## config.mk

```make
export PLATFORM = sky130hd
export DESIGN_NAME = cv_write_state
export DESIGN_NICKNAME = d
export VERILOG_FILES = /design/src/rtl/gpu_copy_pkg.sv /design/src/rtl/cv_line_walker.sv /design/src/rtl/cv_write_state.sv
export SDC_FILE = /design/constraint.sdc
export NUM_CORES = 1
export LEC_CHECK = 0
export ABC_AREA = 1
export BUFFER_PORTS_ARGS = -buffer_cell sky130_fd_sc_hd__buf_2
export CAP_MARGIN = 20
export CORE_MARGIN = 4
export CORE_UTILIZATION = 51
export CTS_BUF_LIST = sky130_fd_sc_hd__clkbuf_4 sky130_fd_sc_hd__clkbuf_8 sky130_fd_sc_hd__clkbuf_16
export DETAILED_ROUTE_END_ITERATION = 10
export PLACE_DENSITY = 0.86
export RECOVER_POWER = 25
export SYNTH_ARGS = -nofsm -noshare
export SYNTH_HDL_FRONTEND = slang
export SYNTH_SLANG_ARGS = --single-unit
```

## constraint.sdc

```tcl
create_clock -name clk -period 3.3 [get_ports clk]
set_input_delay 0.825 -clock clk [delete_from_list [all_inputs] [get_ports clk]]
set_output_delay 0.825 -clock clk [all_outputs]
set_load 0.05 [all_outputs]
```

## src/rtl/gpu_copy_pkg.sv

```systemverilog
// Shared types and constants for the VRAM-to-VRAM copy engines.
// Latency: n/a (declarations only).
// Backpressure: n/a.
package gpu_copy_pkg;

  localparam int VRAM_XW = 10;  // 1024 pixels wide
  localparam int VRAM_YW = 9;   // 512 lines high

  typedef enum logic [1:0] {
    IDLE = 2'd0,
    POP  = 2'd1,
    WR   = 2'd2,
    DONE = 2'd3
  } cv_wr_state_t;

  localparam logic [1:0] PIXSEL_LEFT  = 2'b01;
  localparam logic [1:0] PIXSEL_RIGHT = 2'b10;
  localparam logic [1:0] PIXSEL_BOTH  = 2'b11;

endpackage

```

## src/rtl/cv_line_walker.sv

```systemverilog
// Destination-rectangle walker: pair X / line Y / pair and line counters plus edge flags.
// Latency: counters update on the clock edge after i_load or i_step; flags are decoded from registers.
// Backpressure: none; advances only when i_step is high.
//
// Ports: i_load latches the rectangle (dstX, dstY, w, h); i_step advances one pair.
//        o_pairX/o_y give the current word position; o_first/o_last mark the line edges,
//        o_lastLine the final line; o_startOdd/o_endOdd give the parity of the line's end pixels.
module cv_line_walker
  import gpu_copy_pkg::*;
#(
  parameter int XW = VRAM_XW,
  parameter int YW = VRAM_YW
) (
  input  logic          clk,
  input  logic          nRst,
  input  logic          i_load,
  input  logic [XW-1:0] i_dstX,
  input  logic [YW-1:0] i_dstY,
  input  logic [XW:0]   i_w,
  input  logic [YW:0]   i_h,
  input  logic          i_step,
  output logic [XW-2:0] o_pairX,
  output logic [YW-1:0] o_y,
  output logic          o_first,
  output logic          o_last,
  output logic          o_lastLine,
  output logic          o_startOdd,
  output logic          o_endOdd
);

  logic [XW-2:0] base_x_q, base_x_d;
  logic          start_odd_q, start_odd_d;
  logic          end_odd_q, end_odd_d;
  logic [XW:0]   p_q, p_d;        // pairs per line, up to 513
  logic [YW:0]   h_q, h_d;
  logic [XW-2:0] pair_x_q, pair_x_d;
  logic [YW-1:0] y_q, y_d;
  logic [XW:0]   pair_q, pair_d;
  logic [YW:0]   line_q, line_d;

  logic [XW-1:0] end_x;
  logic [XW+1:0] p_sum;

  assign o_pairX    = pair_x_q;
  assign o_y        = y_q;
  assign o_first    = (pair_q == '0);
  assign o_last     = (pair_q == (p_q - (XW+1)'(1)));
  assign o_lastLine = (line_q == (h_q - (YW+1)'(1)));
  assign o_startOdd = start_odd_q;
  assign o_endOdd   = end_odd_q;

  always_comb begin
    base_x_d    = base_x_q;
    start_odd_d = start_odd_q;
    end_odd_d   = end_odd_q;
    p_d         = p_q;
    h_d         = h_q;
    pair_x_d    = pair_x_q;
    y_d         = y_q;
    pair_d      = pair_q;
    line_d      = line_q;
    end_x       = '0;
    p_sum       = '0;

    if (i_load) begin
      // Last pixel column wraps mod 1024; w=1024 has zero low bits, which still wraps correctly.
      end_x       = i_dstX + i_w[XW-1:0] - XW'(1);
      p_sum       = (XW+2)'(i_dstX[0]) + (XW+2)'(i_w) + (XW+2)'(1);
      base_x_d    = i_dstX[XW-1:1];
      start_odd_d = i_dstX[0];
      end_odd_d   = end_x[0];
      p_d         = p_sum[XW+1:1];
      h_d         = i_h;
      pair_x_d    = i_dstX[XW-1:1];
      y_d         = i_dstY;
      pair_d      = '0;
      line_d      = '0;
    end else if (i_step) begin
      if (!o_last) begin
        pair_d   = pair_q + (XW+1)'(1);
        pair_x_d = pair_x_q + (XW-1)'(1);   // wraps at 512 pairs
      end else begin
        pair_d   = '0;
        pair_x_d = base_x_q;
        y_d      = y_q + YW'(1);            // wraps 511 -> 0
        line_d   = line_q + (YW+1)'(1);
      end
    end
  end

  always_ff @(posedge clk) begin
    if (!nRst) begin
      base_x_q    <= '0;
      start_odd_q <= 1'b0;
      end_odd_q   <= 1'b0;
      p_q         <= '0;
      h_q         <= '0;
      pair_x_q    <= '0;
      y_q         <= '0;
      pair_q      <= '0;
      line_q      <= '0;
    end else begin
      base_x_q    <= base_x_d;
      start_odd_q <= start_odd_d;
      end_odd_q   <= end_odd_d;
      p_q         <= p_d;
      h_q         <= h_d;
      pair_x_q    <= pair_x_d;
      y_q         <= y_d;
      pair_q      <= pair_d;
      line_q      <= line_d;
    end
  end

endmodule

```

## src/rtl/cv_write_state.sv

```systemverilog
// Copy write engine: pops pixel pairs from the copy FIFO and issues masked 32-bit VRAM writes.
// Latency: pop-to-request 1 cycle; at most one pair per 2 cycles; done pulse 1 cycle after last ack.
// Backpressure: stalls in POP while the FIFO is empty; holds o_wrReq/adr/data/sel until i_wrAck.
//
// Ports: i_start + rectangle (i_dstX/i_dstY/i_w/i_h/i_forceMask); FIFO side i_fifoEmpty/o_fifoPop/
//        i_fifoData; VRAM side o_wrReq/o_wrAdr/o_wrData/o_wrSel/i_wrAck; status o_busy/o_done.
// Option: CVWRITE_FORCEMASK_EN enables forcing bit15 of both written pixels when i_forceMask is set.
module cv_write_state
  import gpu_copy_pkg::*;
#(
  parameter int DATA_W = 32,
  parameter int XW     = VRAM_XW,
  parameter int YW     = VRAM_YW
) (
  input  logic              clk,
  input  logic              nRst,
  input  logic              i_start,
  input  logic [XW-1:0]     i_dstX,
  input  logic [YW-1:0]     i_dstY,
  input  logic [XW:0]       i_w,
  input  logic [YW:0]       i_h,
  input  logic              i_forceMask,
  input  logic              i_fifoEmpty,
  output logic              o_fifoPop,
  input  logic [DATA_W-1:0] i_fifoData,
  output logic              o_wrReq,
  output logic [XW+YW-2:0]  o_wrAdr,
  output logic [DATA_W-1:0] o_wrData,
  output logic [1:0]        o_wrSel,
  input  logic              i_wrAck,
  output logic              o_busy,
  output logic              o_done
);

  cv_wr_state_t state_q, state_d;
  logic [XW+YW-2:0]  wr_adr_q, wr_adr_d;
  logic [DATA_W-1:0] wr_data_q, wr_data_d;
  logic [1:0]        wr_sel_q, wr_sel_d;

  logic          walk_load, walk_step;
  logic [XW-2:0] walk_pair_x;
  logic [YW-1:0] walk_y;
  logic          walk_first, walk_last, walk_last_line;
  logic          walk_start_odd, walk_end_odd;
  logic [DATA_W-1:0] pop_data;

  cv_line_walker #(.XW(XW), .YW(YW)) u_walker (
    .clk        (clk),
    .nRst       (nRst),
    .i_load     (walk_load),
    .i_dstX     (i_dstX),
    .i_dstY     (i_dstY),
    .i_w        (i_w),
    .i_h        (i_h),
    .i_step     (walk_step),
    .o_pairX    (walk_pair_x),
    .o_y        (walk_y),
    .o_first    (walk_first),
    .o_last     (walk_last),
    .o_lastLine (walk_last_line),
    .o_startOdd (walk_start_odd),
    .o_endOdd   (walk_end_odd)
  );

`ifdef CVWRITE_FORCEMASK_EN
  logic force_mask_q, force_mask_d;

  always_comb begin
    force_mask_d = force_mask_q;
    if (state_q == IDLE && i_start) force_mask_d = i_forceMask;
  end

  always_ff @(posedge clk) begin
    if (!nRst) force_mask_q <= 1'b0;
    else       force_mask_q <= force_mask_d;
  end

  // bit15 of each 16-bit pixel is the mask bit
  assign pop_data = i_fifoData | (force_mask_q ? DATA_W'(32'h8000_8000) : '0);
`else
  logic unused_force_mask;
  assign unused_force_mask = i_forceMask;
  assign pop_data          = i_fifoData;
`endif

  assign o_wrAdr  = wr_adr_q;
  assign o_wrData = wr_data_q;
  assign o_wrSel  = wr_sel_q;

  always_comb begin
    state_d   = state_q;
    wr_adr_d  = wr_adr_q;
    wr_data_d = wr_data_q;
    wr_sel_d  = wr_sel_q;
    walk_load = 1'b0;
    walk_step = 1'b0;
    o_fifoPop = 1'b0;
    o_wrReq   = 1'b0;
    o_busy    = 1'b0;
    o_done    = 1'b0;

    case (state_q)
      IDLE: begin
        if (i_start) begin
          walk_load = 1'b1;
          state_d   = POP;
        end
      end
      POP: begin
        o_busy = 1'b1;
        if (!i_fifoEmpty) begin
          o_fifoPop = 1'b1;
          wr_adr_d  = {walk_y, walk_pair_x};
          wr_data_d = pop_data;
          wr_sel_d  = PIXSEL_BOTH;
          // Edge pairs drop the pixel lying outside the rectangle; P==1 applies both rules.
          if (walk_first && walk_start_odd) wr_sel_d = wr_sel_d & ~PIXSEL_LEFT;
          if (walk_last && !walk_end_odd)   wr_sel_d = wr_sel_d & ~PIXSEL_RIGHT;
          state_d = WR;
        end
      end
      WR: begin
        o_busy  = 1'b1;
        o_wrReq = 1'b1;
        if (i_wrAck) begin
          if (walk_last && walk_last_line) begin
            state_d = DONE;
          end else begin
            walk_step = 1'b1;
            state_d   = POP;
          end
        end
      end
      DONE: begin
        o_done  = 1'b1;
        state_d = IDLE;
      end
      default: state_d = IDLE;
    endcase
  end

  always_ff @(posedge clk) begin
    if (!nRst) begin
      state_q   <= IDLE;
      wr_adr_q  <= '0;
      wr_data_q <= '0;
      wr_sel_q  <= '0;
    end else begin
      state_q   <= state_d;
      wr_adr_q  <= wr_adr_d;
      wr_data_q <= wr_data_d;
      wr_sel_q  <= wr_sel_d;
    end
  end

endmodule

```

==> run_results.csv <==
group,metric,value,unit
route,vias,6206,
timing,setup_violations,0,
die,io_pins,134,
worst_setup_path,reg2reg_from,"u_walker.p_q[0]",
clock_network,post_cts_resized,0,
final_layout,nNetsFinal,1117,
final_layout,final_cell_mix,"nand2_1, nor2_1, dfxtp_1",
clock_network,cts_tree,"done",
synthesis,mappedNetlistNets,992,
timing,finalHoldViolations,0,
timing,period_share,83.5,%
final_layout,layout_commonest_cell,"nand2_1",
timing,tns,0,ns
route,drtAntennaViolNets,0,
worst_setup_path,cp-end-kind,"output port",
final_layout,drive_gt1_share,17.0,%
synthesis,synth_simple_gate_area_share,29.9,%
die,core_area,12100,sq um
clock_network,cts_buffers,17,
route,drt_iter0_drc,459,
global_route,antenna_found_initial,1,
clock_network,cts.sinks,125,
timing,max_slew_margin,37.8,%
worst_setup_path,cp_cell_sequence,"inv_1 > ha_1 > inv_1 > nor2_1 > buf_2",
power_and_ir_drop,p_per_area,846,nW/um^2
worst_setup_path,max_stage_delay,0.44,ns
synthesis,synthXorXnorAreaFrac,5.28,%
global_route,grt_pass1_vias,6046,
route,vias_per_cell,5.15,
timing,whs,0.471,ns
timing,min_period,2.76,ns
synthesis,yosysWarnings,0,
route,wl_per_cell,13.9,microns
synthesis,avgSynthCellArea,7.01,sq um
clock_network,cts_root_buffer,"clkbuf_16",
global_route,grt_first_pass_wirelength,28200,microns
global_route,grt_max_degree,71,
placed_design,place.gp.congestion,0.869,
synthesis,synth_cells,900,
worst_setup_path,r2r_setup_slack,0.66,ns
worst_setup_path,crit_required,2.47,ns
synthesis,ys_types,43,
worst_setup_path,worstSetupStartpointType,"register",
clock_network,post_cts_buffers,0,
min_path,hp-start,"u_walker.base_x_q[0]",
power_and_ir_drop,ir_drop,0.508,mV
worst_setup_path,r2r_cells,13,
clock_network,h-tree-depth,4,
synthesis,ys_ff_latch,125,
global_route,grt.overflow.total,0,
route,drcViolationCount,0,
outcome,status,"completed",
die,rows,40,
die,fp.dieH,119,microns
synthesis,syn_area,6310,sq um
route,first_pass_iters,4,
placed_design,io_buffers,132,
die,die_width,119,microns
timing,fmax,0.363,GHz
power_and_ir_drop,p_leak,3.55,nW
clock_network,clkTransAtPathRegs,0.06,ns
min_path,min_path_cells,2,
timing,tightest_slew,0.933,ns
synthesis,seq_area_frac_synth,39.7,%
die,die-area,14200,sq um
timing,rsz0062_at_grt,"no",
timing,final_max_slew_viol_count,0,
die,start_util,52.3,%
placed_design,place_hpwl,11600,microns
final_layout,finalCoreUtilization,63.6,%
synthesis,synth_top_family_by_area,"simple AND/OR/NAND/NOR gates",
worst_setup_path,worstPathArrival,1.93,ns
clock_network,worstSkewPairLatency,0.41,ns
clock_network,clock_path_buffers,2,
timing,skew,0.00471,ns
final_layout,diodes,0,
final_layout,area_growth,21.6,%
route,routed_wl,16700,microns
worst_setup_path,cpMostUsedCell,"inv_1",
global_route,grtUsageTotal,24.1,%
worst_setup_path,timing.rr.end,"u_walker.o_pairX[2]",
min_path,min_path_type,"register to register",
worst_setup_path,crit_type,"register to output port",
job,maxCapViolations,0,
min_path,hold-path-endpoint,"u_walker.base_x_q[0]",
synthesis,synth_mux_area_share,0,%
synthesis,synth-compound-area-share,13.8,%
worst_setup_path,crit_path_top_delay_cell,"nor2_1",
synthesis,synth_fa_ha_area_share,2.78,%
clock_network,cts_hold_buf,0,
worst_setup_path,crit_fanout,8,
==> how the worst max path moves through the flow <==
stage / startpoint / to / slack [ns]
5_1_grt: state_q[1] / o_fifoPop / 0.40
2_1_floorplan: i_fifoEmpty / o_fifoPop / 0.68
3_5_place_dp: i_dstX[0] / u_walker.p_q[9] / 0.49
4_1_cts: u_walker.p_q[0] / u_walker.o_y[4] / 0.69
3_3_place_gp: i_dstX[0] / u_walker.p_q[9] / 0.62
6_report: state_q[1] / o_fifoPop / 0.54
==> power breakdown <==
part	switching (mW)	internal, mW	total, mW
Combinational	1.80	0.702	2.50
Clock	0.677	1.24	1.91
Sequential	0.230	1.85	2.08
Total	2.70	3.79	6.49
==> sequential cells by signal, summed over array words and instances, names as in the netlist <==
register / flops
u_walker.o_pairX: 9
state_q: 2
u_walker.p_q: 11
o_wrAdr: 18
u_walker.o_y: 9
u_walker.base_x_q: 9
u_walker.pair_q: 11
o_wrSel: 2
u_walker.h_q: 10
u_walker.o_startOdd: 1
u_walker.line_q: 10
o_wrData: 32
u_walker.o_endOdd: 1
==> Yosys cell counts <==
| cell type | count | area, sq um |
|---|---|---|
| xnor2_1 | 13 | 114 |
| xor2_1 | 25 | 219 |
| nand3_4 | 2 | 35.0 |
| inv_2 | 5 | 18.8 |
| buf_1 | 6 | 22.5 |
| nand2_1 | 164 | 616 |
| a21oi_1 | 44 | 220 |
| nor2_4 | 2 | 22.5 |
| clkbuf_1 | 27 | 101 |
| o32ai_1 | 5 | 43.8 |
| o211ai_1 | 1 | 7.51 |
| a22o_1 | 1 | 8.76 |
| o221ai_1 | 4 | 35.0 |
| a32o_1 | 3 | 30.0 |
| nor2_2 | 5 | 31.3 |
| nand3_2 | 1 | 10.0 |
| nor3b_1 | 2 | 15.0 |
| ha_1 | 14 | 175 |
| nor4_1 | 4 | 25.0 |
| a31oi_1 | 1 | 6.26 |
| or2_1 | 1 | 6.26 |
| inv_1 | 89 | 334 |
| a41oi_1 | 1 | 8.76 |
| nand2_2 | 3 | 18.8 |
| o21ai_1 | 4 | 20.0 |
| dfxtp_1 | 125 | 2500 |
| nor2_1 | 149 | 559 |
| nand3_1 | 64 | 320 |
| o21ai_0 | 72 | 360 |
| a211oi_1 | 2 | 15.0 |
| buf_4 | 1 | 7.51 |
| buf_2 | 2 | 10.0 |
| nor3_1 | 10 | 50.1 |
| or2_2 | 2 | 12.5 |
| a21oi_2 | 6 | 52.6 |
| and3_1 | 1 | 6.26 |
| clkinv_1 | 2 | 7.51 |
| nand2_4 | 1 | 11.3 |
| buf_6 | 3 | 33.8 |
| a32oi_1 | 1 | 8.76 |
| nand4_1 | 20 | 125 |
| nand3b_1 | 3 | 22.5 |
| o22ai_1 | 9 | 56.3 |
==> metal layers <==
layer	vias up	global-route usage [%]	routed length (microns)
met3	23	8.31	1380
met4	2	9.56	263
met1	2782	29.3	7340
met2	210	39.1	7730
met5	-	0	7
li1	3189	-	-
==> metrics by stage <==
stage               setup WS [ns]  cells  instance area (sq um)  power [mW]
CTS                         0.690   1206                   7720        6.54
global placement            0.616   1174                   7110        4.55
finish                      0.544   1206                   7670        6.49
detailed placement          0.493   1174                   7110        4.60
floorplan                   0.676    900                   6310        4.00
global route                0.400   1206                   7670        6.90
==> cells by family (layout without fill, tap and decap cells) <==
group / after synthesis / in the layout
AND/OR/NAND/NOR: 434 / 434
flip-flops: 125 / 125
buffers and inverters: 135 / 273
XOR/XNOR: 38 / 38
adder cells (fa/ha/maj): 14 / 14
AO/OA/AOI/OAI: 154 / 154
==> layout make-up <==
type | count | area [sq um]
Fill cell | 1079 | 4390
Multi-Input combinational cell | 640 | 3270
Sequential cell | 125 | 2500
Timing Repair Buffer | 145 | 718
Clock buffer | 20 | 467
Inverter | 96 | 360
Tap cell | 168 | 210
Clock inverter | 12 | 143
==> worst max-delay path, delay by kind of cell, from the launching register on <==
family | cells | cell delay [ns]
buf+inv | 3 | 0.56
fa+ha+maj | 1 | 0.19
flops | 1 | 0.33
simple gates | 1 | 0.44
Power figures use the tool's default switching activity.
